===== src/rtl/wb_exception_ctrl_if.sv =====
// Pipeline-latch-to-writeback bundle: latch fields in, register-file write port and
// upstream flush/block controls out.
interface wb_exception_ctrl_if;
  logic [1:0]  in_type;
  logic [2:0]  in_exception;
  logic [31:0] inALU;
  logic [31:0] inMEM;
  logic [31:0] ir_in;
  logic        ctrl_writeEnable;
  logic [4:0]  ctrl_writeReg;
  logic [31:0] data_writeReg;
  logic        flush;
  logic        block;
  logic        busy;

  modport master (
    output in_type, in_exception, inALU, inMEM, ir_in,
    input  ctrl_writeEnable, ctrl_writeReg, data_writeReg, flush, block, busy
  );

  modport slave (
    input  in_type, in_exception, inALU, inMEM, ir_in,
    output ctrl_writeEnable, ctrl_writeReg, data_writeReg, flush, block, busy
  );
endinterface


===== src/rtl/wb_exception_ctrl.sv =====
// Writeback stage: drives the register-file write port and sequences an exception flush.
// Optional macro WB_EXC_COUNT_EN adds a saturating accepted-exception counter (exc_count).
module wb_exception_ctrl #(
  parameter int STATUS_REG   = 30,
  parameter int LINK_REG     = 31,
  parameter int FLUSH_CYCLES = 3
) (
  input  logic               clock,
  input  logic               reset,
`ifdef WB_EXC_COUNT_EN
  output logic [15:0]        exc_count,
`endif
  wb_exception_ctrl_if.slave wb
);

  typedef enum logic [1:0] {IDLE, EXC, FLUSH} state_t;

  state_t      state_q;
  logic [3:0]  cnt_q;
  logic        we_q;
  logic [4:0]  reg_q;
  logic [31:0] data_q;
  logic        flush_q;
  logic        block_q;
  logic        busy_q;
`ifdef WB_EXC_COUNT_EN
  logic [15:0] exc_cnt_q;
`endif

  // Write target and data for a normal (exception-free) retirement.
  logic [4:0]  wr_reg_d;
  logic [31:0] wr_data_d;
  logic        wr_en_d;

  always_comb begin
    wr_reg_d  = wb.ir_in[26:22];
    wr_data_d = wb.inALU;
    unique case (wb.in_type)
      2'b10:   wr_data_d = wb.inMEM;
      2'b11:   wr_reg_d  = 5'(LINK_REG);
      default: ;
    endcase
    // Register 0 is hardwired; never let a write reach it.
    wr_en_d = (wb.in_type != 2'b00) && (wr_reg_d != 5'd0);
  end

  always_ff @(posedge clock) begin
    if (reset) begin
      state_q   <= IDLE;
      cnt_q     <= 4'd0;
      we_q      <= 1'b0;
      reg_q     <= 5'd0;
      data_q    <= 32'd0;
      flush_q   <= 1'b0;
      block_q   <= 1'b0;
      busy_q    <= 1'b0;
`ifdef WB_EXC_COUNT_EN
      exc_cnt_q <= 16'd0;
`endif
    end else begin
      unique case (state_q)
        IDLE: begin
          if (wb.in_exception != 3'd0) begin
            state_q <= EXC;
            we_q    <= 1'b1;
            reg_q   <= 5'(STATUS_REG);
            data_q  <= {29'd0, wb.in_exception};
            flush_q <= 1'b1;
            block_q <= 1'b1;
            busy_q  <= 1'b1;
`ifdef WB_EXC_COUNT_EN
            if (exc_cnt_q != 16'hFFFF) exc_cnt_q <= exc_cnt_q + 16'd1;
`endif
          end else begin
            we_q    <= wr_en_d;
            reg_q   <= wr_reg_d;
            data_q  <= wr_data_d;
            flush_q <= 1'b0;
            block_q <= 1'b0;
            busy_q  <= 1'b0;
          end
        end
        EXC: begin
          state_q <= FLUSH;
          cnt_q   <= 4'(FLUSH_CYCLES - 1);
          we_q    <= 1'b0;
        end
        FLUSH: begin
          // Latch contents are being squashed, so inputs (including exceptions) are ignored.
          we_q <= 1'b0;
          if (cnt_q == 4'd0) begin
            state_q <= IDLE;
            flush_q <= 1'b0;
            block_q <= 1'b0;
            busy_q  <= 1'b0;
          end else begin
            cnt_q <= cnt_q - 4'd1;
          end
        end
        default: state_q <= IDLE;
      endcase
    end
  end

  assign wb.ctrl_writeEnable = we_q;
  assign wb.ctrl_writeReg    = reg_q;
  assign wb.data_writeReg    = data_q;
  assign wb.flush            = flush_q;
  assign wb.block            = block_q;
  assign wb.busy             = busy_q;
`ifdef WB_EXC_COUNT_EN
  assign exc_count           = exc_cnt_q;
`endif

endmodule


===== src/flat_wrapper.sv =====
// flat-port wrapper written by rule: the top's interface ports become plain ports
module wb_exception_ctrl_flat 
#(
  parameter int STATUS_REG   = 30,
  parameter int LINK_REG     = 31,
  parameter int FLUSH_CYCLES = 3
)
  (clock, reset, wb_in_type, wb_in_exception, wb_inALU, wb_inMEM, wb_ir_in, wb_ctrl_writeEnable, wb_ctrl_writeReg, wb_data_writeReg, wb_flush, wb_block, wb_busy);
  wb_exception_ctrl_if wb_i ();
  input  logic clock;
  input  logic reset;
  input wire logic [$bits(wb_i.in_type)-1:0] wb_in_type;
  input wire logic [$bits(wb_i.in_exception)-1:0] wb_in_exception;
  input wire logic [$bits(wb_i.inALU)-1:0] wb_inALU;
  input wire logic [$bits(wb_i.inMEM)-1:0] wb_inMEM;
  input wire logic [$bits(wb_i.ir_in)-1:0] wb_ir_in;
  output wire logic [$bits(wb_i.ctrl_writeEnable)-1:0] wb_ctrl_writeEnable;
  output wire logic [$bits(wb_i.ctrl_writeReg)-1:0] wb_ctrl_writeReg;
  output wire logic [$bits(wb_i.data_writeReg)-1:0] wb_data_writeReg;
  output wire logic [$bits(wb_i.flush)-1:0] wb_flush;
  output wire logic [$bits(wb_i.block)-1:0] wb_block;
  output wire logic [$bits(wb_i.busy)-1:0] wb_busy;
  assign wb_i.in_type = wb_in_type;
  assign wb_i.in_exception = wb_in_exception;
  assign wb_i.inALU = wb_inALU;
  assign wb_i.inMEM = wb_inMEM;
  assign wb_i.ir_in = wb_ir_in;
  assign wb_ctrl_writeEnable = wb_i.ctrl_writeEnable;
  assign wb_ctrl_writeReg = wb_i.ctrl_writeReg;
  assign wb_data_writeReg = wb_i.data_writeReg;
  assign wb_flush = wb_i.flush;
  assign wb_block = wb_i.block;
  assign wb_busy = wb_i.busy;
  wb_exception_ctrl #(.STATUS_REG(STATUS_REG), .LINK_REG(LINK_REG), .FLUSH_CYCLES(FLUSH_CYCLES)) u_core (.clock(clock), .reset(reset), .wb(wb_i));
endmodule

===== config.mk =====
export PLATFORM = sky130hd
export DESIGN_NAME = wb_exception_ctrl_flat
export DESIGN_NICKNAME = d
export VERILOG_FILES = /design/src/rtl/wb_exception_ctrl_if.sv /design/src/rtl/wb_exception_ctrl.sv /design/src/flat_wrapper.sv
export SDC_FILE = /design/constraint.sdc
export NUM_CORES = 1
export LEC_CHECK = 0
export CAP_MARGIN = 5
export CORE_MARGIN = 5
export CORE_UTILIZATION = 32
export DETAILED_ROUTE_END_ITERATION = 12
export GPL_ROUTABILITY_DRIVEN = 0
export HOLD_SLACK_MARGIN = 0.02
export PLACE_DENSITY = 0.76
export SETUP_SLACK_MARGIN = 0.2
export SYNTH_ARGS = -nofsm -noshare
export SYNTH_HDL_FRONTEND = slang
export SYNTH_SLANG_ARGS = --single-unit

===== constraint.sdc =====
create_clock -name clock -period 1.6 [get_ports clock]
set_clock_uncertainty 0.1 [all_clocks]
set_input_delay 0.32 -clock clock [delete_from_list [all_inputs] [get_ports clock]]
set_output_delay 0.32 -clock clock [all_outputs]
set_load 0.03 [all_outputs]

Word level (Yosys, flattened, before mapping) --
Cells that the tools add are included.
Storage, ports and cells: output and inout port bits 41, register bits after elaboration 45, bits of input ports 103, logic and storage cells 41
Operators by class: add/subtract/negate cells 1, multiplexer cells 14, eq/ne operators 7, reductions and logical operators 13
Operators by type and width (count):
- $mux W32 | 2
- $mux W5 | 2
- $pmux W4 S2 | 1
- $reduce_bool A2 Y1 | 4
- $eq A2 B2 Y1 const B | 3
- $pmux W2 S3 | 1
- $reduce_and A2 Y1 | 3
- $reduce_bool A5 Y1 | 1
- $logic_not A4 Y1 | 1
- $mux W2 | 2
- $mux W4 | 1
- $ne A2 B1 Y1 const B | 2
- $pmux W1 S2 | 2
- $sub A4 B1 Y4 const B | 1
- $mux W1 | 3
- $reduce_bool A3 Y1 | 1
- $eq A2 B1 Y1 const B | 1
- $logic_not A2 Y1 | 1
- $ne A2 B2 Y1 const B | 1
- $reduce_or A2 Y1 | 1
- $logic_and A1 B1 Y1 | 1

Longest topological paths before layout --
depth in word-level cells 6, depth in mapped cells 7, gate-level depth less buffers 6

Worst setup path before layout --
Ideal clock, no wire load.
path kind register to register, start point register u_core.state_q[1], end point register u_core.reg_q[1] (netlist: u_core.wb.ctrl_writeReg[1]), data arrival time 1.456 ns, library setup time 0.131 ns, required time 1.369 ns, cell stages (with the launch flop) 8, path buffers 1, period minus slack after synthesis 1.687 ns, setup slack -0.087 ns, cells stage by stage dfxtp_1 -> inv_1 -> ha_1 -> or4b_1 -> buf_2 -> a21o_1 -> nor2_1 -> nor3_1
Between the ends: longest elaborated chain between the ends 1
RTL lines:
- from (decl) | RTL line wb_exception_ctrl.sv:18 | state_t state_q;
- from (signal assigned) | RTL line wb_exception_ctrl.sv:49 | state_q <= IDLE;
- from (signal assigned) | RTL line wb_exception_ctrl.sv:64 | state_q <= EXC;
- from (signal assigned) | RTL line wb_exception_ctrl.sv:84 | state_q <= FLUSH;
- $logic_not A2 Y1 | RTL line wb_exception_ctrl.sv:61 | unique case (state_q)
- to (signal assigned) | RTL line wb_exception_ctrl.sv:66 | reg_q <= 5'(STATUS_REG);
- to (signal assigned) | RTL line wb_exception_ctrl.sv:76 | reg_q <= wr_reg_d;
- to (decl) | RTL line wb_exception_ctrl.sv:21 | logic [4:0] reg_q;
No other way between the ends. A chain may end at the register's enable or synchronous reset.

Worst setup path after layout --
start point register u_core.state_q[0], end point register u_core.reg_q[4] (netlist: u_core.wb.ctrl_writeReg[4])
The elaborated chain is that of the path after synthesis.

==> results_tabular.tex <==
\begin{tabular}{lr}
\hline
Metric & Value \\
\hline
\multicolumn{2}{l}{\textbf{Setup path}} \\
Worst stage delay on the critical path & a little over 500 ps \\
Worst Path Class, Setup & reg2reg \\
Cell breakdown of the critical path & inv\_2 -> ha\_4 -> or4b\_4 -> a21o\_1 -> nor2\_1 -> nor3\_1 \\
Crit path required time & between 1500 and 2000 ps \\
Max Fanout on Critical Path & 4 \\
FF-to-FF Start & u\_core.state\_q[0] \\
Critical path launch point & u\_core.state\_q[0] \\
Data arrival time of the critical path & approximately 1800 ps \\
Slowest CP cell & sky130\_fd\_sc\_hd\_\_or4b\_4 \\
Setup crit end kind & flip-flop \\
Setup crit start kind & flip-flop \\
\multicolumn{2}{l}{\textbf{Global route}} \\
Overall routing resource usage & 0.172 \\
Maximum number of pins on one net before global-route repair & 18 \\
Number of antenna violations at the first check in global routing & 0 \\
Aggregate global routing overflow & 0 \\
Via count of the first global-routing pass & between 2000 and 2500 \\
First-pass GRT wire length & 11.8 mm \\
\multicolumn{2}{l}{\textbf{Logic synthesis}} \\
Mean area per synthesized cell & 9.36 um2 \\
Count of distinct cell types in the synthesized netlist & 29 \\
Synth warnings & 0 \\
Post-synth top area cell & sky130\_fd\_sc\_hd\_\_dfxtp\_1 \\
Cells taking the most area after synthesis & sky130\_fd\_sc\_hd\_\_dfxtp\_1 42\%, sky130\_fd\_sc\_hd\_\_mux2i\_1 13\%, sky130\_fd\_sc\_hd\_\_a2bb2oi\_1 12\% \\
Most frequently used flop master after synthesis & sky130\_fd\_sc\_hd\_\_dfxtp\_1 \\
Count of flip-flops with a built-in enable after synthesis & 0 \\
Sequential cell area fraction in the yosys report & 0.418 \\
Net count after synthesis & 338 \\
Share of Yosys cell area claimed by the top area cell type & 0.418 \\
Number of flip-flops and latches in the synthesized netlist & 45 \\
Post-synthesis cell count & 230 \\
Share of flip-flops with an asynchronous set or reset after synthesis & 0 \\
Post-synth design cell area & between 0.002 and 0.0025 mm2 \\
\multicolumn{2}{l}{\textbf{Timing}} \\
Final Hold Slack & 241 ps \\
Aggregate negative setup slack & -867 ps \\
Worst setup margin & -81.1 ps \\
Total count of hold-check failures in the final report & 0 \\
Headroom to the max-slew limit & 0.720 \\
Achievable frequency & a little under 600 MHz \\
Number of setup violations in the final report & 35 \\
Transition time of the tightest slew-check pin & approximately 420 ps \\
Unrepaired setup endpoints after global routing & true \\
Final slew viol count & 0 \\
Period Utilization, post-route & 1.05 \\
Shortest period the worst path allows & between 1500 and 2000 ps \\
\multicolumn{2}{l}{\textbf{Cells and area}} \\
Most frequent cells in the layout & 66 x sky130\_fd\_sc\_hd\_\_clkdlybuf4s50\_1, 42 x sky130\_fd\_sc\_hd\_\_nor2\_1, 40 x sky130\_fd\_sc\_hd\_\_dfxtp\_1 \\
Share of cells above drive strength 1 & 0.368 \\
Antenna diode count & 0 \\
Final standard cell utilization of the core & 0.598 \\
Final Instance Area & slightly below 0.004 mm2 \\
Final \#Nets & 472 \\
Most common library cell in the layout ignoring fill and taps & sky130\_fd\_sc\_hd\_\_clkdlybuf4s50\_1 \\
Fillcell total & just under 600 \\
Post-synthesis to final-layout area growth & 79.3\% \\
\multicolumn{2}{l}{\textbf{Routing}} \\
Via count & around 2200 \\
Final Routed Wirelength & $\sim$7.4 mm \\
Drt first-iter violations & $\sim$80 \\
Number of design rule violations left after detail routing & 0 \\
First drt pass iteration count & 4 \\
Antenna-violating nets left & 0 \\
Vias per cell & between 5 and 6 \\
Routed length per placed instance & roughly 17 um \\
\multicolumn{2}{l}{\textbf{Floorplanning}} \\
Vert. Die Dim & 92.0 um \\
Top-level I/O count & about 140 \\
Number of rows in the core area & 29 \\
Initial standard-cell utilization of the core & 0.333 \\
Area of the die & between 0.008 and 0.009 mm2 \\
Core area & 0.00646 mm2 \\
Floorplan die width & slightly above 90 um \\
\multicolumn{2}{l}{\textbf{Pwr}} \\
Combinational fraction of design power & 0.355 \\
Total power & about 3 mW \\
Power Dens Cells & 781 mW/mm2 \\
Pint & 2.10 mW \\
Leak & between 1.5 and 2 nW \\
Psw & about 920 uW \\
Proportion of power drawn by the clock network & 0.238 \\
Part of the power in registers & 0.406 \\
Switching share of power & 0.304 \\
Maximum vdd ir drop & slightly below 0.0005 V \\
\multicolumn{2}{l}{\textbf{Hold path}} \\
Hold path startpoint & wb\_ir\_in[23] \\
Worst hold path type & in2reg \\
\multicolumn{2}{l}{\textbf{Clock network}} \\
Root buf cell & sky130\_fd\_sc\_hd\_\_clkbuf\_8 \\
Latest clock arrival within the worst-skew pair & $\sim$290 ps \\
Level count of the clock H-tree & 2 \\
TritonCTS clock tree & done \\
Maximum buffer depth of the clock tree & 2 \\
Number of buffers added by the clock tree synthesis step & 5 \\
Sink count of the clock tree & 45 \\
Clock transition at the register clock pins on the worst setup and hold paths after CTS & about 80 ps \\
\multicolumn{2}{l}{\textbf{Run status}} \\
Result of the run & complete, but fails checks \\
Failing checks & setup timing \\
\multicolumn{2}{l}{\textbf{Flow run}} \\
Max-Cap Viols & 0 \\
\multicolumn{2}{l}{\textbf{Placement}} \\
Post-detailed-placement half-perimeter wirelength & between 5 and 6 mm \\
Cell Area, Placed & between 0.003 and 0.004 mm2 \\
Port-buffer cells & 116 \\
\hline
\end{tabular}
==> stage by stage <==
stage	worst slack, ps	cells
floorplan	-53.8	230
global placement	-465	423
detailed placement	-500	423
CTS	-64.7	438
global route	-161	441
finish	-81.1	441
==> flip-flops by register name, summed over array words and instances (netlist names) <==
signal,flops
u_core.state_q,2
u_core.wb.flush,1
u_core.cnt_q,4
u_core.wb.data_writeReg,32
u_core.wb.ctrl_writeReg,5
u_core.wb.ctrl_writeEnable,1
==> layer usage <==
layer | up-vias | share of wire | track usage | wire length [um]
li1 | 1097 | - | - | -
met1 | 1064 | 0.41 | 0.207 | 3020
met2 | 69 | 0.53 | 0.313 | 3890
met3 | 4 | 0.060 | 0.0426 | 439
met4 | 0 | 0.0039 | 0.0309 | 29
met5 | - | 0 | 0 | 0
==> power by group through the flow <==
stage	sequential (mW)	clock (mW)	combinational, mW
finish	1.22	0.719	1.07
global route	1.23	0.796	1.15
CTS	1.22	0.741	1.06
detailed placement	1.25	0	0.981
global placement	1.25	0	0.962
floorplan	1.35	0	0.437
==> cells by family (layout without fill, tap and decap cells) <==
kind of cell	count (synthesis)	count (layout)	synth area share
AND/OR/NAND/NOR	72	72	0.152
adder cells (fa/ha/maj)	5	5	0.0291
flip-flops	45	45	0.418
XOR/XNOR	1	1	0.00407
AO/OA/AOI/OAI	50	50	0.177
multiplexers	32	32	0.150
buffers and inverters	25	159	0.0691
==> worst max-delay path: cells and delay by family (launching register included) <==
family,cells,cell delay [ps]
simple gates,3,700
flops,1,330
compound gates,1,220
fa+ha+maj,1,130
buf+inv,1,80
==> final timing paths <==
kind / to / slack (ps) / cells after the start
worst min register to register: u_core.wb.ctrl_writeEnable / 370 / 2
worst max-delay path: u_core.wb.ctrl_writeReg[4] / -80 / 6
worst min-delay path: u_core.wb.ctrl_writeReg[1] / 240 / 3
worst max register to register: u_core.wb.ctrl_writeReg[4] / -80 / 6
==> synth_stat cells (5+ instances only) <==
master                       n
sky130_fd_sc_hd__nor3_1     10
sky130_fd_sc_hd__a21oi_1    10
sky130_fd_sc_hd__buf_6       5
sky130_fd_sc_hd__nor2_1     42
sky130_fd_sc_hd__clkbuf_1    7
sky130_fd_sc_hd__a2bb2oi_1  29
sky130_fd_sc_hd__inv_1       5
sky130_fd_sc_hd__mux2i_1    29
sky130_fd_sc_hd__dfxtp_1    45
sky130_fd_sc_hd__buf_2       5
sky130_fd_sc_hd__a211oi_1    5
sky130_fd_sc_hd__ha_1        5
==> final cells by class <==
class / count / area [um2] / share of cell area
Sequential cell: 45 / 907 / 0.235
Clock inverter: 1 / 7.51 / 0.00194
Clock buffer: 6 / 82.6 / 0.0214
Multi-Input combinational cell: 160 / 1360 / 0.351
Inverter: 5 / 21.3 / 0.00551
Timing Repair Buffer: 147 / 1390 / 0.360
Tap cell: 77 / 96.3 / 0.0250
==> repair_timing <==
item                                    in CTS  in global routing
gates resized for setup                    155                 69
pin swaps                                    1                 10
gates cloned                                 2                  0
buffers inserted                             6                  3
endpoints found under the setup margin      86                 72
hold buffers                                 0                  0
No activity file was read; power rests on OpenSTA's default activity.
